[src/rtl/cpu_prefetch_unit.sv]
// cpu_prefetch_unit: instruction fetch front end.
// Owns the fetch PC and issues single-outstanding byte reads over a
// ready-based handshake. Bytes land in a DEPTH-entry FIFO, and complete
// two-byte words are presented to the decoder, tagged with their PC.
// A redirect flushes the buffer, cancels any pending read and restarts fetch.
module cpu_prefetch_unit #(
   parameter int                DATA_W   = 8,
   parameter int                ADDR_W   = 16,
   parameter int                DEPTH    = 4,
   parameter logic [ADDR_W-1:0] RESET_PC = 16'h2000
) (
   input  logic                   clk,
   input  logic                   reset,
   output logic [ADDR_W-1:0]      mem_addr,
   output logic                   mem_r,
   input  logic [DATA_W-1:0]      mem_rdata,
   input  logic                   mem_ready,
   input  logic                   redirect,
   input  logic [ADDR_W-1:0]      redirect_pc,
   input  logic                   fetch_hold,
   output logic                   instr_valid,
   input  logic                   instr_ready,
   output logic [2*DATA_W-1:0]    instr_word,
   output logic [ADDR_W-1:0]      instr_pc,
   output logic [$clog2(DEPTH):0] level
);

   localparam int PTR_W = $clog2(DEPTH);
   localparam int LVL_W = PTR_W + 1;

   typedef enum logic {
      ST_IDLE = 1'b0,
      ST_REQ  = 1'b1
   } state_t;

   state_t              state_r;
   state_t              state_nxt_s;
   logic                req_r;
   logic                req_nxt_s;
   logic [ADDR_W-1:0]   addr_r;
   logic [ADDR_W-1:0]   addr_nxt_s;
   logic [ADDR_W-1:0]   fetch_pc_r;
   logic [ADDR_W-1:0]   fetch_pc_nxt_s;

   logic [DATA_W-1:0]   fifo_r [DEPTH];
   logic [PTR_W-1:0]    wr_ptr_r;
   logic [PTR_W-1:0]    rd_ptr_r;
   logic [PTR_W-1:0]    rd_ptr_nxt1_s;
   logic [LVL_W-1:0]    level_r;
   logic [LVL_W-1:0]    level_nxt_s;
   logic [ADDR_W-1:0]   instr_pc_r;

   logic                valid_s;
   logic                push_s;
   logic                pop_s;

   // A redirect wins over both a completing read and a decoder accept.
   assign valid_s       = (level_r >= LVL_W'(2));
   assign push_s        = (state_r == ST_REQ) && mem_ready && !redirect;
   assign pop_s         = valid_s && instr_ready && !redirect;
   assign rd_ptr_nxt1_s = rd_ptr_r + PTR_W'(1);

   assign mem_r       = req_r;
   assign mem_addr    = addr_r;
   assign instr_valid = valid_s;
   assign instr_word  = {fifo_r[rd_ptr_r], fifo_r[rd_ptr_nxt1_s]};
   assign instr_pc    = instr_pc_r;
   assign level       = level_r;

   // Occupancy after this edge's push and pop, used to decide back-to-back issue.
   always_comb begin
      level_nxt_s = level_r;
      case ({push_s, pop_s})
         2'b10:   level_nxt_s = level_r + LVL_W'(1);
         2'b01:   level_nxt_s = level_r - LVL_W'(2);
         2'b11:   level_nxt_s = level_r - LVL_W'(1);
         default: level_nxt_s = level_r;
      endcase
   end

   // Bus FSM next state: issue only with a guaranteed slot, continue back-to-back when allowed.
   always_comb begin
      state_nxt_s    = state_r;
      req_nxt_s      = req_r;
      addr_nxt_s     = addr_r;
      fetch_pc_nxt_s = fetch_pc_r;
      if (redirect) begin
         state_nxt_s    = ST_IDLE;
         req_nxt_s      = 1'b0;
         fetch_pc_nxt_s = redirect_pc;
      end else begin
         case (state_r)
            ST_IDLE: begin
               if (!fetch_hold && (level_r < LVL_W'(DEPTH))) begin
                  state_nxt_s = ST_REQ;
                  req_nxt_s   = 1'b1;
                  addr_nxt_s  = fetch_pc_r;
               end else begin
                  state_nxt_s = ST_IDLE;
                  req_nxt_s   = 1'b0;
               end
            end
            ST_REQ: begin
               if (mem_ready) begin
                  fetch_pc_nxt_s = fetch_pc_r + ADDR_W'(1);
                  if (!fetch_hold && (level_nxt_s < LVL_W'(DEPTH))) begin
                     state_nxt_s = ST_REQ;
                     req_nxt_s   = 1'b1;
                     addr_nxt_s  = fetch_pc_r + ADDR_W'(1);
                  end else begin
                     state_nxt_s = ST_IDLE;
                     req_nxt_s   = 1'b0;
                  end
               end else begin
                  state_nxt_s = ST_REQ;
                  req_nxt_s   = 1'b1;
               end
            end
            default: begin
               state_nxt_s = ST_IDLE;
               req_nxt_s   = 1'b0;
            end
         endcase
      end
   end

   // Bus FSM state, request and address registers.
   always_ff @(posedge clk or negedge reset) begin
      if (!reset) begin
         state_r    <= ST_IDLE;
         req_r      <= 1'b0;
         addr_r     <= RESET_PC;
         fetch_pc_r <= RESET_PC;
      end else begin
         state_r    <= state_nxt_s;
         req_r      <= req_nxt_s;
         addr_r     <= addr_nxt_s;
         fetch_pc_r <= fetch_pc_nxt_s;
      end
   end

   // FIFO pointers, occupancy and head-word PC; redirect empties the buffer.
   always_ff @(posedge clk or negedge reset) begin
      if (!reset) begin
         wr_ptr_r   <= '0;
         rd_ptr_r   <= '0;
         level_r    <= '0;
         instr_pc_r <= RESET_PC;
      end else if (redirect) begin
         wr_ptr_r   <= '0;
         rd_ptr_r   <= '0;
         level_r    <= '0;
         instr_pc_r <= redirect_pc;
      end else begin
         if (push_s) begin
            wr_ptr_r <= wr_ptr_r + PTR_W'(1);
         end
         if (pop_s) begin
            rd_ptr_r   <= rd_ptr_r + PTR_W'(2);
            instr_pc_r <= instr_pc_r + ADDR_W'(2);
         end
         level_r <= level_nxt_s;
      end
   end

   // FIFO byte storage; only completed, non-redirected reads are written.
   always_ff @(posedge clk) begin
      if (push_s) begin
         fifo_r[wr_ptr_r] <= mem_rdata;
      end
   end

endmodule
[config.mk]
export PLATFORM = sky130hd
export DESIGN_NAME = cpu_prefetch_unit
export DESIGN_NICKNAME = d
export VERILOG_FILES = /design/src/rtl/cpu_prefetch_unit.sv
export SDC_FILE = /design/constraint.sdc
export NUM_CORES = 1
export LEC_CHECK = 0
export ABC_CLOCK_PERIOD_IN_PS = 3900
export CAP_MARGIN = 10
export CORE_UTILIZATION = 50
export DETAILED_ROUTE_END_ITERATION = 8
export MAX_ROUTING_LAYER = met4
export PLACE_DENSITY_LB_ADDON = 0.1
export SETUP_SLACK_MARGIN = 0.05
export SLEW_MARGIN = 20
export SYNTH_ARGS = -nofsm -noshare
export SYNTH_HDL_FRONTEND = slang
export SYNTH_SLANG_ARGS = --single-unit
[constraint.sdc]
create_clock -name clk -period 3.9 [get_ports clk]
set_input_delay 0.78 -clock clk [delete_from_list [all_inputs] [get_ports clk]]
set_output_delay 0.78 -clock clk [all_outputs]
set_load 0.03 [all_outputs]
* Word level (Yosys, flattened, before mapping)
Memory sizes are Yosys's and may differ from the RTL's. Index checks and enable logic that the tools add are counted.
Storage, ports and cells: flip-flop bits (word level) 56, bits in writable memories 32, input port bits 30, output and inout bits 53, word-level logic and storage cells 63, memories kept 1
Memories:
- fifo_r | words 4, width 8, rd ports 2, clocked after Yosys merged registers in 0, write ports 1, RTL line 45 | logic [DATA_W-1:0] fifo_r [DEPTH];
Operators by class: add/sub/neg operators 8, order comparisons 3, equality and inequality tests 6, mux-type cells 22, bitwise operators 2, reductions and logical operators 14
Operators by type and width (count):
- 2-to-1 mux 16 bit | 8
- case mux 16 bit (2 select lines) | 1
- adder 16 x 1 -> 16 bit (second input constant) | 1
- adder 16 x 2 -> 16 bit (second input constant) | 1
- case mux 3 bit (3 select lines) | 1
- 2-to-1 mux 2 bit | 4
- nonzero test 2 bit | 4
- logical AND 1 bit | 6
- < comparator 3 bit (second input constant) | 2
- 2-to-1 mux 1 bit | 6
- adder 2 x 1 -> 2 bit (second input constant) | 2
- equality test 2 bit (second input constant) | 2
- != test 2 bit (second input constant) | 2
- AND reduction 4 bit | 1
- adder 3 x 1 -> 3 bit (second input constant) | 1
- greater-or-equal comparator 3 x 2 -> 1 bit (second input constant) | 1
- 2-to-1 mux 3 bit | 1
- subtractor 3 x 1 -> 3 bit (second input constant) | 1
- subtractor 3 x 2 -> 3 bit (second input constant) | 1
- adder 2 bit (second input constant) | 1
- equality test 2 x 1 -> 1 bit (second input constant) | 1
- logical NOT 1 bit | 2
- != test 2 x 1 -> 1 bit (second input constant) | 1
- NOT 1 bit | 2
- other kinds (2) | 2

* Depth between registers and ports, before layout
Gate-level depths: netlist of run 1.
word-level depth 11, mapped depth 15, depth with buffers taken out 13

* Least setup slack after synthesis of run 1
Ideal clock, no wire load.
kind input to register, start input redirect, end register addr_r[15], in the netlist mem_addr[15], library setup time 0.126 ns, data arrival time 3.434 ns, required time 3.774 ns, path slack 0.340 ns, cell stages on the path 13, buffers on the path 3, cells stage by stage inv_1 > clkbuf_1 > clkbuf_1 > nand3_1 > xnor2_1 > ha_1 > nor2_1 > o211ai_1 > a211o_1 > a2111oi_4 > nor2_2 > buf_6 > a221o_1
Between the ends: longest elaborated chain between the ends 8, elaborated cells between the ends (all ways) 12, those cells by class 1 x order compare; 4 x eq/ne; 1 x mux; 1 x bitwise; 5 x reduce/logical
RTL lines:
- from (decl) | RTL line 18 | input logic redirect,
- logical NOT 1 bit | RTL line 59, 60
- logical AND 1 bit (on tied branches) | RTL line 60, 59
- equality test 2 bit / equality test 2 x 1 -> 1 bit (equally long branches) | RTL line 73 | case ({push_s, pop_s})
- case mux 3 bit (3 select lines) | RTL line 73
- < comparator 3 bit | RTL line 106 | if (!fetch_hold && (level_nxt_s < LVL_W'(DEPTH))) begin
- logical AND 1 bit | RTL line 106
- != test 2 x 1 -> 1 bit (no line)
- AND reduction 4 bit (no line) *
- to (signal assigned) | RTL line 137 | addr_r <= addr_nxt_s;
- to (decl) | RTL line 40 | logic [ADDR_W-1:0] addr_r;
Every way passes the cells marked *; elsewhere a longest branch is shown, timed or not. A chain may end at the register's enable or synchronous reset.

* Final worst setup path of run 1
start input mem_ready, end register addr_r[6], in the netlist mem_addr[6]
Between the ends: longest elaborated chain between the ends 8, elaborated cells between the ends (all ways) 11, those cells by class 1 x order compare; 5 x eq/ne; 1 x mux; 4 x reduce/logical
RTL lines:
- from (decl) | RTL line 17 | input logic mem_ready,
- logical AND 1 bit (2 in series) | RTL line 59 | assign push_s = (state_r == ST_REQ) && mem_ready && !redirect;
- equality test 2 bit / equality test 2 x 1 -> 1 bit (equally long branches) | RTL line 73
- case mux 3 bit (3 select lines) | RTL line 73
- < comparator 3 bit | RTL line 106
- logical AND 1 bit | RTL line 106
- != test 2 x 1 -> 1 bit (no line)
- AND reduction 4 bit (no line) *
Marked as above.

==> results summary, run 1 <==
The net switching power is 1.20 mW. The floorplan die area came out at around 9000 µm². The highest net fanout along the worst path is 15.

The number of unique standard cell types used by synthesis came out at 46. The internal power came out at ~1.9 mW. The clock period could shrink to about 3.4 ns. For flop-to-flop paths, the worst setup slack is 0.52 ns.

The minimum hold slack is 0.499 ns. The post-synth net total came out at 414. The proportion of power drawn by combinational gates is 0.407. Dividing the final minimum period by the clock period gives 0.879. The endpoint identified for the worst register-to-register timing path is mem_addr[6].

The aggregate global routing overflow came out at 0. The H-tree depth is 3. The final-report max-slew violation count came to 0. The type of the setup path with the least slack is in2reg. The sequential share of the synthesized area is 0.539.

Among all flip-flop cells after synthesis, the most frequent one is dfrtp_1. The number of global-route vias before repair is between 2k and 3k. The number of design-rule violations left by the first detailed-router iteration is 159. The setup total negative slack is 0 ns. TritonCTS built the clock tree. The wire length of the first global-routing pass came out at 14,700 µm.

The tightest min-delay check is of the reg2reg type. The total routing resource utilization after global routing came out at 0.219. The startpoint identified for the worst hold timing path is mem_addr[2].

The number of cell rows is 33. The worst setup path is captured at a register. The critical path data required time is ~4.1 ns. The number of nets at the end of the flow came out at 498. Of the total power, registers draw 0.407. The number of cells on the worst reg-to-reg path is 13.

At the end of routability-driven placement, the weighted congestion stood at 0.853. The root buffer cell is clkbuf_8. Measured along the x axis, the die boundary spans 95.2 µm.

The number of buffers on the longest clock path came out at 2. The number of gates resized after CTS was 0. The number of input and output port buffers inserted is just over 80.

Clock tree synthesis found a total of 87 sinks. The clock latency of the later-clocked register in the worst-skew pair is 0.35 ns. The number of top-level pins is 83.

Along the worst hold path, the cell count comes to 1. The setup-violating endpoint count in the final report is 0. The final hold violation count is 0. The flow ran to the end, and the final reports show no timing, DRC or antenna violations.

Entering global routing, the biggest net connects between 40 and 50 pins. Setup repair after global routing left no endpoint under its margin. STA classifies the critical path startpoint as a primary input. The first-pass iteration count of the detailed router is 4.

The maximum achievable frequency is 292 MHz. The number of buffers added to fix hold violations after cts is 0. The switching part of the total is 0.384. The post-detailed-routing wire length came out at roughly 8800 µm. The final worst clock skew came out at between 0.01 and 0.015 ns. The estimated wirelength of the detail-placed design is 6300 µm.

The relative slew slack is 0.394. The synthesized area divided by synthesized cell count came out at 11.6 µm². The endpoint with the worst hold slack is mem_addr[2]. The placeable core region is 8300 µm². In the final routed layout, each cell accounts on average for approximately 15 µm. The share of async-settable or async-resettable flops after synthesis is 0.632. The layout-stage area growth over the synthesis result is 25.5%. The mapped cell area came out at 4340 µm². Of the cells placed in the final design, the portion with a size suffix greater than 1 is 0.144.

After detailed routing, the number of remaining DRC violations is 0. In this run, synthesis produced a sequential element count of 87. The Yosys step of the flow raised 0 warnings. The post-synthesis cell count came out at approximately 380. After clock tree synthesis, the setup repair step added 0 buffers. The clock transition at the register clock pins on the worst setup and hold paths after CTS came out at 0.08 ns. At the pin with the least slew margin, the transition time is a little over 0.9 ns. The clock network power share came out at 0.186. The most common cell after layout, fill and taps aside is clkdlybuf4s50_1. The number of antenna repair diodes is 0. The number of antenna violations at the first check in global routing is 0. The number of CTS-inserted buffers is 9. The reg-to-reg startpoint is level[2]. The initial utilization of the core area, before any placement, comes to 0.523. The worst voltage drop across the vdd grid is just under 0.4 mV. Data on the critical path arrives at its endpoint at around 3.7 ns. The number of enable flip-flop cells after synthesis is 32. The floorplan die height came out at between 90 and 100 µm. The top cell types in the final layout, fill and taps aside, are 81 x clkdlybuf4s50_1, 52 x dfrtp_1, 36 x nand2_1, 35 x mux2_2. Dividing the detail-routed via count by the number of cells gives ~5.3. The total of max-cap violations came out at 0. The analysis attributes to cell leakage a power of around 2.0 nW. The total number of vias is around 3.0k.

The post-route antenna net violation count is 0. The power density relative to cell area is roughly 580 nW/µm².
-- metal layers --
metal	routed length, µm	global-route usage	vias to the layer above
li1	-	-	1483
met1	4110	0.295	1474
met2	4150	0.340	77
met3	388	0.0319	10
met4	116	0.0720	0
met5	0	-	-
-- cell families (layout without fill, tap and decap cells) --
| group | count (synthesis) | in the layout | synth area share |
|---|---|---|---|
| DFF | 87 | 87 | 0.539 |
| buffers and inverters | 26 | 115 | 0.0254 |
| and+or+nand+nor | 118 | 118 | 0.129 |
| xor gates and xnor gates | 48 | 48 | 0.0968 |
| adders and majority gates | 9 | 9 | 0.0259 |
| muxes | 46 | 46 | 0.119 |
| AOI/OAI and AO/OA | 41 | 41 | 0.0648 |
-- synthesized netlist by cell type, types with 2 or more instances --
library cell | count | area share
a21oi_1 | 19 | 0.022
a31oi_1 | 5 | 0.0072
and2_1 | 5 | 0.0072
and3_1 | 8 | 0.012
and4_1 | 3 | 0.0061
clkbuf_1 | 13 | 0.011
dfrtp_1 | 52 | 0.30
dfstp_2 | 3 | 0.018
edfxtp_1 | 32 | 0.22
ha_1 | 9 | 0.026
inv_1 | 10 | 0.0086
mux2_1 | 9 | 0.023
mux2_2 | 35 | 0.091
mux2i_1 | 2 | 0.0046
nand2_1 | 36 | 0.031
nand3_1 | 8 | 0.0092
nand4_1 | 5 | 0.0072
nor2_1 | 32 | 0.028
nor3_1 | 10 | 0.012
nor4_1 | 2 | 0.0029
o2111ai_1 | 2 | 0.0040
o211ai_1 | 2 | 0.0035
o21ai_0 | 3 | 0.0035
or3_1 | 2 | 0.0029
xnor2_1 | 27 | 0.054
xor2_1 | 21 | 0.042
-- stage by stage --
step / power [mW] / instances / util / area, µm² / worst slack (ns)
floorplan: 2.07 / 375 / - / 4340 / 0.340
global route: 3.30 / 569 / 0.657 / 5450 / 0.244
finish: 3.13 / 569 / 0.657 / 5450 / 0.473
global placement: 2.55 / 553 / 0.635 / 5270 / 0.186
CTS: 3.16 / 569 / 0.657 / 5450 / 0.458
detailed placement: 2.57 / 553 / 0.635 / 5270 / 0.0918
-- how the worst max path moves through the flow --
stage,start,to,slack (ns),cells after the start
detailed placement,mem_ready,mem_addr[6],0.09,11
CTS,mem_ready,mem_addr[6],0.46,11
global placement,mem_ready,mem_addr[7],0.19,11
finish,mem_ready,mem_addr[6],0.47,11
floorplan,redirect,mem_addr[15],0.34,13
global route,mem_ready,mem_addr[4],0.24,11
-- power by group through the flow --
stage	combinational, mW	sequential [mW]	clock, mW
finish	1.28	1.28	0.583
global route	1.37	1.30	0.629
CTS	1.29	1.27	0.600
detailed placement	1.28	1.29	0
global placement	1.26	1.29	0
floorplan	0.603	1.47	0
-- critical path, cell delays in order --
cell and delay (ns):
clkdlybuf4s50_1 0.54, and2_1 0.17, nand3_1 0.09, xnor2_1 0.14, ha_1 0.23, nor2_1 0.16
nor2_1 0.07, mux2_2 0.27, a41o_1 0.24, nor2_2 0.56, mux2_2 0.41
-- flip-flops by register name, indices dropped and copies added, names as in the netlist --
| register | count |
|---|---|
| fifo_r | 32 |
| fetch_pc_r | 16 |
| instr_pc | 16 |
| mem_addr | 16 |
| level | 3 |
| wr_ptr_r | 2 |
| mem_r | 1 |
| rd_ptr_r | 1 |
-- final cells by class --
cell class                 instances  area [µm²]
fill                             660        2850
sequential                        87        2340
multi-input combinational        262        1890
timing repair buffer              89         868
tap                              105         131
clock buffer                      10         128
clock inverter                     6        52.6
inverter                          10        37.5
Power figures use the tool's default switching activity.
==> run 2, diff against run 1 <==
- CTS_BUF_LIST: default -> sky130_fd_sc_hd__clkbuf_4
==> run 2 against run 1 <==
  * Power is 3.4% lower
  * Final cell count stayed put
  * Global-route usage grew 0.089 points
  * Wire length is 0.24% higher
  * Largest cell class unchanged
  * Utilization down 0.63 points
==> results summary, run 2 (same netlist as run 1, synthesis figures left out) <==
For this run, the top clock speed supported by timing is 296 MHz. The first-pass iteration count of the detailed router is 4. The worst stage delay on the critical path is ~0.56 ns.

The post-detailed-routing wire length came out at 8780 µm. In this run the clock root is driven by a clkbuf_4. The wire length of the first global-routing pass came out at 14,700 µm. The final cell area excluding filler cells is 5400 µm². The share of the clock period used by the worst path came out at 0.865. The number of antenna repair diodes came out at 0. The setup-violating endpoint count in the final report came out at 0.

The starting density of the core is 0.523. The standby leakage power is 2.02 nW. The total routing resource utilization after global routing is 0.219. The critical path is of the reg2reg type. The post-route antenna net violation count came out at 0. The total of max-cap violations came out at 0. The cell family contributing the most delay on the critical path is simple AND/OR/NAND/NOR gates. The flow ran to the end, and the final reports show no timing, DRC or antenna violations. The number of hold buffers added after CTS was 0. The switching part of the total came out at 0.393. The H-tree was split into 3 levels. The final-report max-slew violation count came out at 0.

The number of buffers on the longest clock path is 2. The worst hold-check path type is in2async. The floorplan die height is approximately 95 µm. The estimated wirelength of the detail-placed design came out at 6300 µm. Dividing the detail-routed wire length by the instance count gives between 15 and 20 µm. The post-route DRC violation count is 0. The signal on the critical path passes through inv_1, ha_1, nand2b_2, a21boi_2, nand3_1, xnor2_1, ha_1, nor2_1, nor2_1, mux2_2, a41o_1, nor2_2, mux2_2. The category of the worst setup path capture point is a register.

The worst reg-to-reg setup slack came out at between 0.5 and 0.6 ns. The data arrival at the endpoint of the critical path came out at 3.69 ns. The fraction of final layout cells with drive strength greater than 1 came out at 0.147.

The post-layout minimum cycle time is 3.37 ns. The worst voltage drop across the vdd grid came out at roughly 0.38 mV. The final hold violation count came out at 0. The capture point of the worst reg-to-reg path is mem_addr[6]. The global placer's final weighted congestion is between 0.8 and 0.9. Summed over all nets, the switching power comes to 1.19 mW. The cell type of the slowest stage on the worst timing path is nor2_2. The critical path crosses 13 cells after its start point. The placeable core region is 8300 µm².

The clock transition at the register clock pins on the worst setup and hold paths after CTS is roughly 0.15 ns. Setup repair after global routing left no endpoint under its margin. For the worst-skew pair, the clock arrives at the later sink with an insertion delay of 0.43 ns. Entering global routing, the biggest net connects 47 pins. Counting flops per register, the top entry is fifo_r.

The number of global-route vias before repair is just under 3k. The via density per instance is around 5.4. The library cell used most frequently in the layout, excluding fill and tap cells, is clkdlybuf4s50_1. The final worst clock skew is roughly 0.018 ns. The number of antenna violations at the first check in global routing is 0. TritonCTS built the clock tree. The proportion of power drawn by flip-flops and latches came out at 0.421. Headroom to the max-slew limit came out at 0.402. The total clock sinks came out at a little under 90. The floorplan die area came out at 9060 µm². The depth of the worst register-to-register path came out at 13. Detailed routing inserted a total of just over 3k vias.

The number of clock buffers added by TritonCTS is 9. The number of nets at the end of the flow came out at approximately 500. The number of top-level pins is 83.

The critical path data required time is 4.22 ns. The worst setup path is launched from a register. The library cells used most frequently in the layout, excluding fill and tap cells, are 81 x clkdlybuf4s50_1, 52 x dfrtp_1, 36 x nand2_1, 35 x mux2_2. Counting both buffers and inverters, the worst setup path holds a total of 1.

For the final routed database, the setup TNS stands at 0 ns. The transition time at the pin with the least slew margin came out at around 0.90 ns. The internal power came out at ~1.8 mW.

The die outline width is 95.2 µm. Of the total power, the clock network draws 0.158. The number of input and output port buffers inserted came out at about 80.

The layout-stage area growth over the synthesis result is 24.3%. The detailed router finished its first iteration with 156 violations. The number of instances resized during post-cts repair came out at 0. Summing all placed instances gives a cell area of ~5300 µm². In this run the critical register-to-register path is launched from level[2]. The aggregate global routing overflow came out at 0.

The highest net fanout along the worst path came out at 15. The power density relative to cell area came out at 561 nW/µm². The proportion of power drawn by combinational gates came out at 0.422. The number of flip-flops under the largest register name is 32. Buffers added to address setup during post-CTS repair amount to 0.

The number of cell rows came out at 33.
==> run 2: cell types whose count changed in the layout (fill, tap and decap cells not counted) <==
cell,delta
clkbuf_1,-1
clkbuf_8,-9
clkbuf_4,+10
==> run 2: cell type report <==
cell class              instances  area, µm²
multi-input cells             262       1890
inverters                      10       37.5
well taps                     105        131
flip-flops and latches         87       2340
clock buffers                  10       75.1
fillers                       669       2900
clock inverters                 6       52.6
repair buffers                 89        868
==> run 2: worst max-delay path by stage <==
stage | endpoint | slack (ns) | start
finish | mem_addr[6] | 0.53 | level[2]
global route | mem_addr[4] | 0.25 | level[2]
CTS | mem_addr[6] | 0.49 | level[2]
detailed placement | mem_addr[6] | 0.09 | mem_ready
global placement | mem_addr[7] | 0.19 | mem_ready
floorplan | mem_addr[15] | 0.34 | redirect
==> run 2: power by group through the flow <==
stage	clock network (mW)	logic, mW	registers (mW)
6_report	0.477	1.28	1.27
5_1_grt	0.525	1.37	1.30
4_1_cts	0.488	1.29	1.27
3_5_place_dp	0	1.28	1.29
3_3_place_gp	0	1.26	1.29
2_1_floorplan	0	0.603	1.47
==> run 2: stage by stage <==
stage | power (mW) | hold slack, ns | utilization | std cells | setup WS, ns
final | 3.03 | 0.455 | 0.650 | 569 | 0.526
after global routing | 3.20 | 0.525 | 0.650 | 569 | 0.247
after CTS | 3.05 | 0.487 | 0.650 | 569 | 0.490
after detailed placement | 2.57 | 0.486 | 0.635 | 553 | 0.0918
after global placement | 2.55 | 0.480 | 0.635 | 553 | 0.186
after floorplan | 2.07 | 0.484 | - | 375 | 0.340
==> run 2: routing by layer <==
metal	vias up	routed length, µm	track usage
met2	78	4260	0.341
met4	0	79	0.0682
li1	1483	-	-
met5	-	0	-
met3	7	375	0.0375
met1	1488	4070	0.294
==> run 3, diff against run 2 <==
--- a/config.mk
+++ b/config.mk
@@ -11,6 +11,7 @@
 export CTS_BUF_LIST = sky130_fd_sc_hd__clkbuf_4
 export DETAILED_ROUTE_END_ITERATION = 8
+export GPL_TIMING_DRIVEN = 0
 export MAX_ROUTING_LAYER = met4
-export PLACE_DENSITY_LB_ADDON = 0.1
+export PLACE_DENSITY = 0.88
 export SETUP_SLACK_MARGIN = 0.05
 export SLEW_MARGIN = 20
==> constraint.sdc (replaced) <==
create_clock -name clk -period 3.9 [get_ports clk]
set_input_delay 1.17 -clock clk [delete_from_list [all_inputs] [get_ports clk]]
set_output_delay 1.17 -clock clk [all_outputs]
set_load 0.03 [all_outputs]
==> run 3 against run 2 <==
  * First-iteration DRC count decreased by 48%
  * Critical path depth down 9
  * Clock skew grew 0.0062 ns
  * Critical path type is now reg2out
  * Critical endpoint is now instr_word[11]
  * Largest power group unchanged
  * Highest routed layer unchanged
==> results summary, run 3 (same netlist as run 1, synthesis figures left out) <==
The placeable core region is 8300 µm². The number of top-level pins came out at 83. At the worst endpoint, the required time is roughly 2.7 ns. The via density per instance came out at roughly 5.5.

The setup total negative slack is 0 ns. The final hold violation count came out at 0. Static timing analysis puts the maximum clock frequency at 273 MHz. The number of global-route vias before repair is 3,256.

The worst setup path is captured at an output port. Across the VDD grid, the largest voltage drop is 0.439 mV. Clock latency on the worst-skew pair, taken at its later pin, is ~0.44 ns. Ranked by flip-flop count, first place goes to fifo_r. The number of antenna violations at the first check in global routing came out at 0.

The power density relative to cell area is about 570 nW/µm². 0 antenna diodes ended up in the layout. In the final layout, the share of cells above drive strength 1 is 0.153.

The total number of vias came out at roughly 3.2k. The pre-CTS worst setup slack is -1.12 ns. The post-route DRC violation count came out at 0. The global placer's final weighted congestion came out at 0.891.

The root buffer cell is clkbuf_4. In this run the deepest clock path goes through 2 buffers. The non-filler instance count after layout came out at ~580.

The relative slew slack came out at 0.542. From bottom edge to top edge, the die measures around 95 µm. The most common cell after layout, fill and taps aside is clkdlybuf4s50_1. The critical path goes through clkbuf_1, clkbuf_2, mux2_2, clkdlybuf4s50_1. The share of the clock period used by the worst path is 0.939.

Clock-pin slew was measured on the worst setup and hold paths at 0.13 ns. The final core area utilization came out at 0.665. Setup repair after global routing left no endpoint under its margin. The setup-violating endpoint count in the final report came out at 0. The transition time at the pin with the least slew margin is roughly 0.69 ns.

The final-report max-slew violation count came out at 0. TritonCTS built the clock tree. The number of CTS-inserted buffers came out at 9.

In this run, post-CTS hold repair placed 0 buffers. The number of nets at the end of the flow is a little over 500. The routed design could run at a clock period as short as about 3.7 ns. The floorplan has 33 rows.

The post-route total power came out at between 3 and 4 mW. The total routing resource utilization after global routing came out at 0.231. The die outline width came out at 95.2 µm. Data arrives at the worst endpoint at roughly 2.5 ns. The worst setup margin is 0.239 ns.

The first-pass iteration count of the detailed router came out at 4. The post-detailed-routing wire length came out at between 9000 and 10,000 µm. The critical path is of the reg2out type. The count of nets left with antenna violations once routing finished came out at 0. The cell type of the slowest stage on the worst timing path is clkdlybuf4s50_1.

The number of design-rule violations left by the first detailed-router iteration is a little over 80. The first global-routing pass estimated roughly 15,000 µm of wire. The flow ran to the end, and the final reports show no timing, DRC or antenna violations.

The library cells used most frequently in the layout, excluding fill and tap cells, are 78 x clkdlybuf4s50_1, 52 x dfrtp_1, 36 x nand2_1, 35 x mux2_2, 32 x edfxtp_1. For this configuration, the core starts out at a cell density of 0.523. The area growth from synthesis to layout is 27.2%. The pin count of the biggest net entering global routing came out at 56. The register with the most flip-flops in the layout has 32 of them. The total overflow left after global routing is 0. The number of input and output port buffers inserted came out at 82.

Of all nets on the critical path, the largest fanout is 10. Summed over all nets, the half-perimeter wirelength after detailed placement is 6870 µm. The routed wirelength normalized by instance count is 16.3 µm.

For the final database, setup skew stands at approximately 0.024 ns. The largest single stage delay on the critical path is about 0.59 ns. The standby leakage power is between 2 and 2.5 nW. After filler insertion, the fill cell instance count of the layout stands at 627. The cell count after placement came out at roughly 560. The floorplan die area is about 9100 µm². The H-tree depth is 3. Across the run, the number of max-cap violations was 0. The worst setup path is launched from a register.

The worst reg-to-reg setup slack came out at around 0.46 ns. The worst hold-check path type is reg2reg. The total clock sinks came out at 87.
-- run 3: cell count changes in the layout (fill, tap and decap cells not counted), sizes merged --
cell           delta
clkbuf           +11
clkdlybuf4s50     -3
bufinv            +2
inv               -2
buf               +1
clkdlybuf4s15     +1
clkinv            -1
clkinvlp          +1
dlygate4sd2       +1
dlymetal6s2s      +1
-- run 3: routing by layer --
metal	vias to the layer above	global-route usage	routed length, µm
li1	1513	-	-
met1	1569	0.263	3910
met2	118	0.402	4900
met3	20	0.0463	483
met4	0	0.0833	167
met5	-	-	0
-- run 3: final timing paths --
path	startpoint	end	depth (start not counted)
hold reg to reg	mem_addr[2]	mem_addr[2]	1
hold / removal	mem_addr[2]	mem_addr[2]	1
max in group asynchronous	reset	instr_pc[12]	1
setup / recovery	rd_ptr_r[1]	instr_word[11]	4
setup reg to reg	level[2]	mem_addr[15]	15
min in group asynchronous	reset	wr_ptr_r[0]	1
-- run 3: timing repair --
action | CTS | global route
setup buffers | 1 | 4
endpoints found under the setup margin | 26 | 10
gates resized for setup | 12 | 3
cloned | 0 | 0
pin swaps | 1 | 0
-- run 3: report_power, final --
| part | switching, mW | internal, mW |
|---|---|---|
| logic | 0.744 | 0.610 |
| registers | 0.131 | 1.10 |
| clock network | 0.297 | 0.265 |
-- run 3: cell type report --
type                       count  area, µm²  area share
multi-input combinational    262       1910       0.346
sequential                    87       2340       0.424
clock buffer                  10       75.1      0.0136
tap                          105        131      0.0238
clock inverter                 6       85.1      0.0154
buffer                        14       82.6      0.0150
inverter                      10       41.3     0.00748
timing repair buffer          87        857       0.155
-- run 3: critical path: cells and delay by family, from the launching register on --
family                 cells  cell delay [ns]
buffers and inverters      3             1.32
muxes                      1             0.38
DFF                        1             0.36
-- run 3: stage by stage --
step | instance area (µm²) | hold WS [ns]
floorplan | 4340 | 0.543
global placement | 5300 | 0.479
detailed placement | 5290 | 0.485
CTS | 5490 | 0.514
global route | 5520 | 0.529
finish | 5520 | 0.509
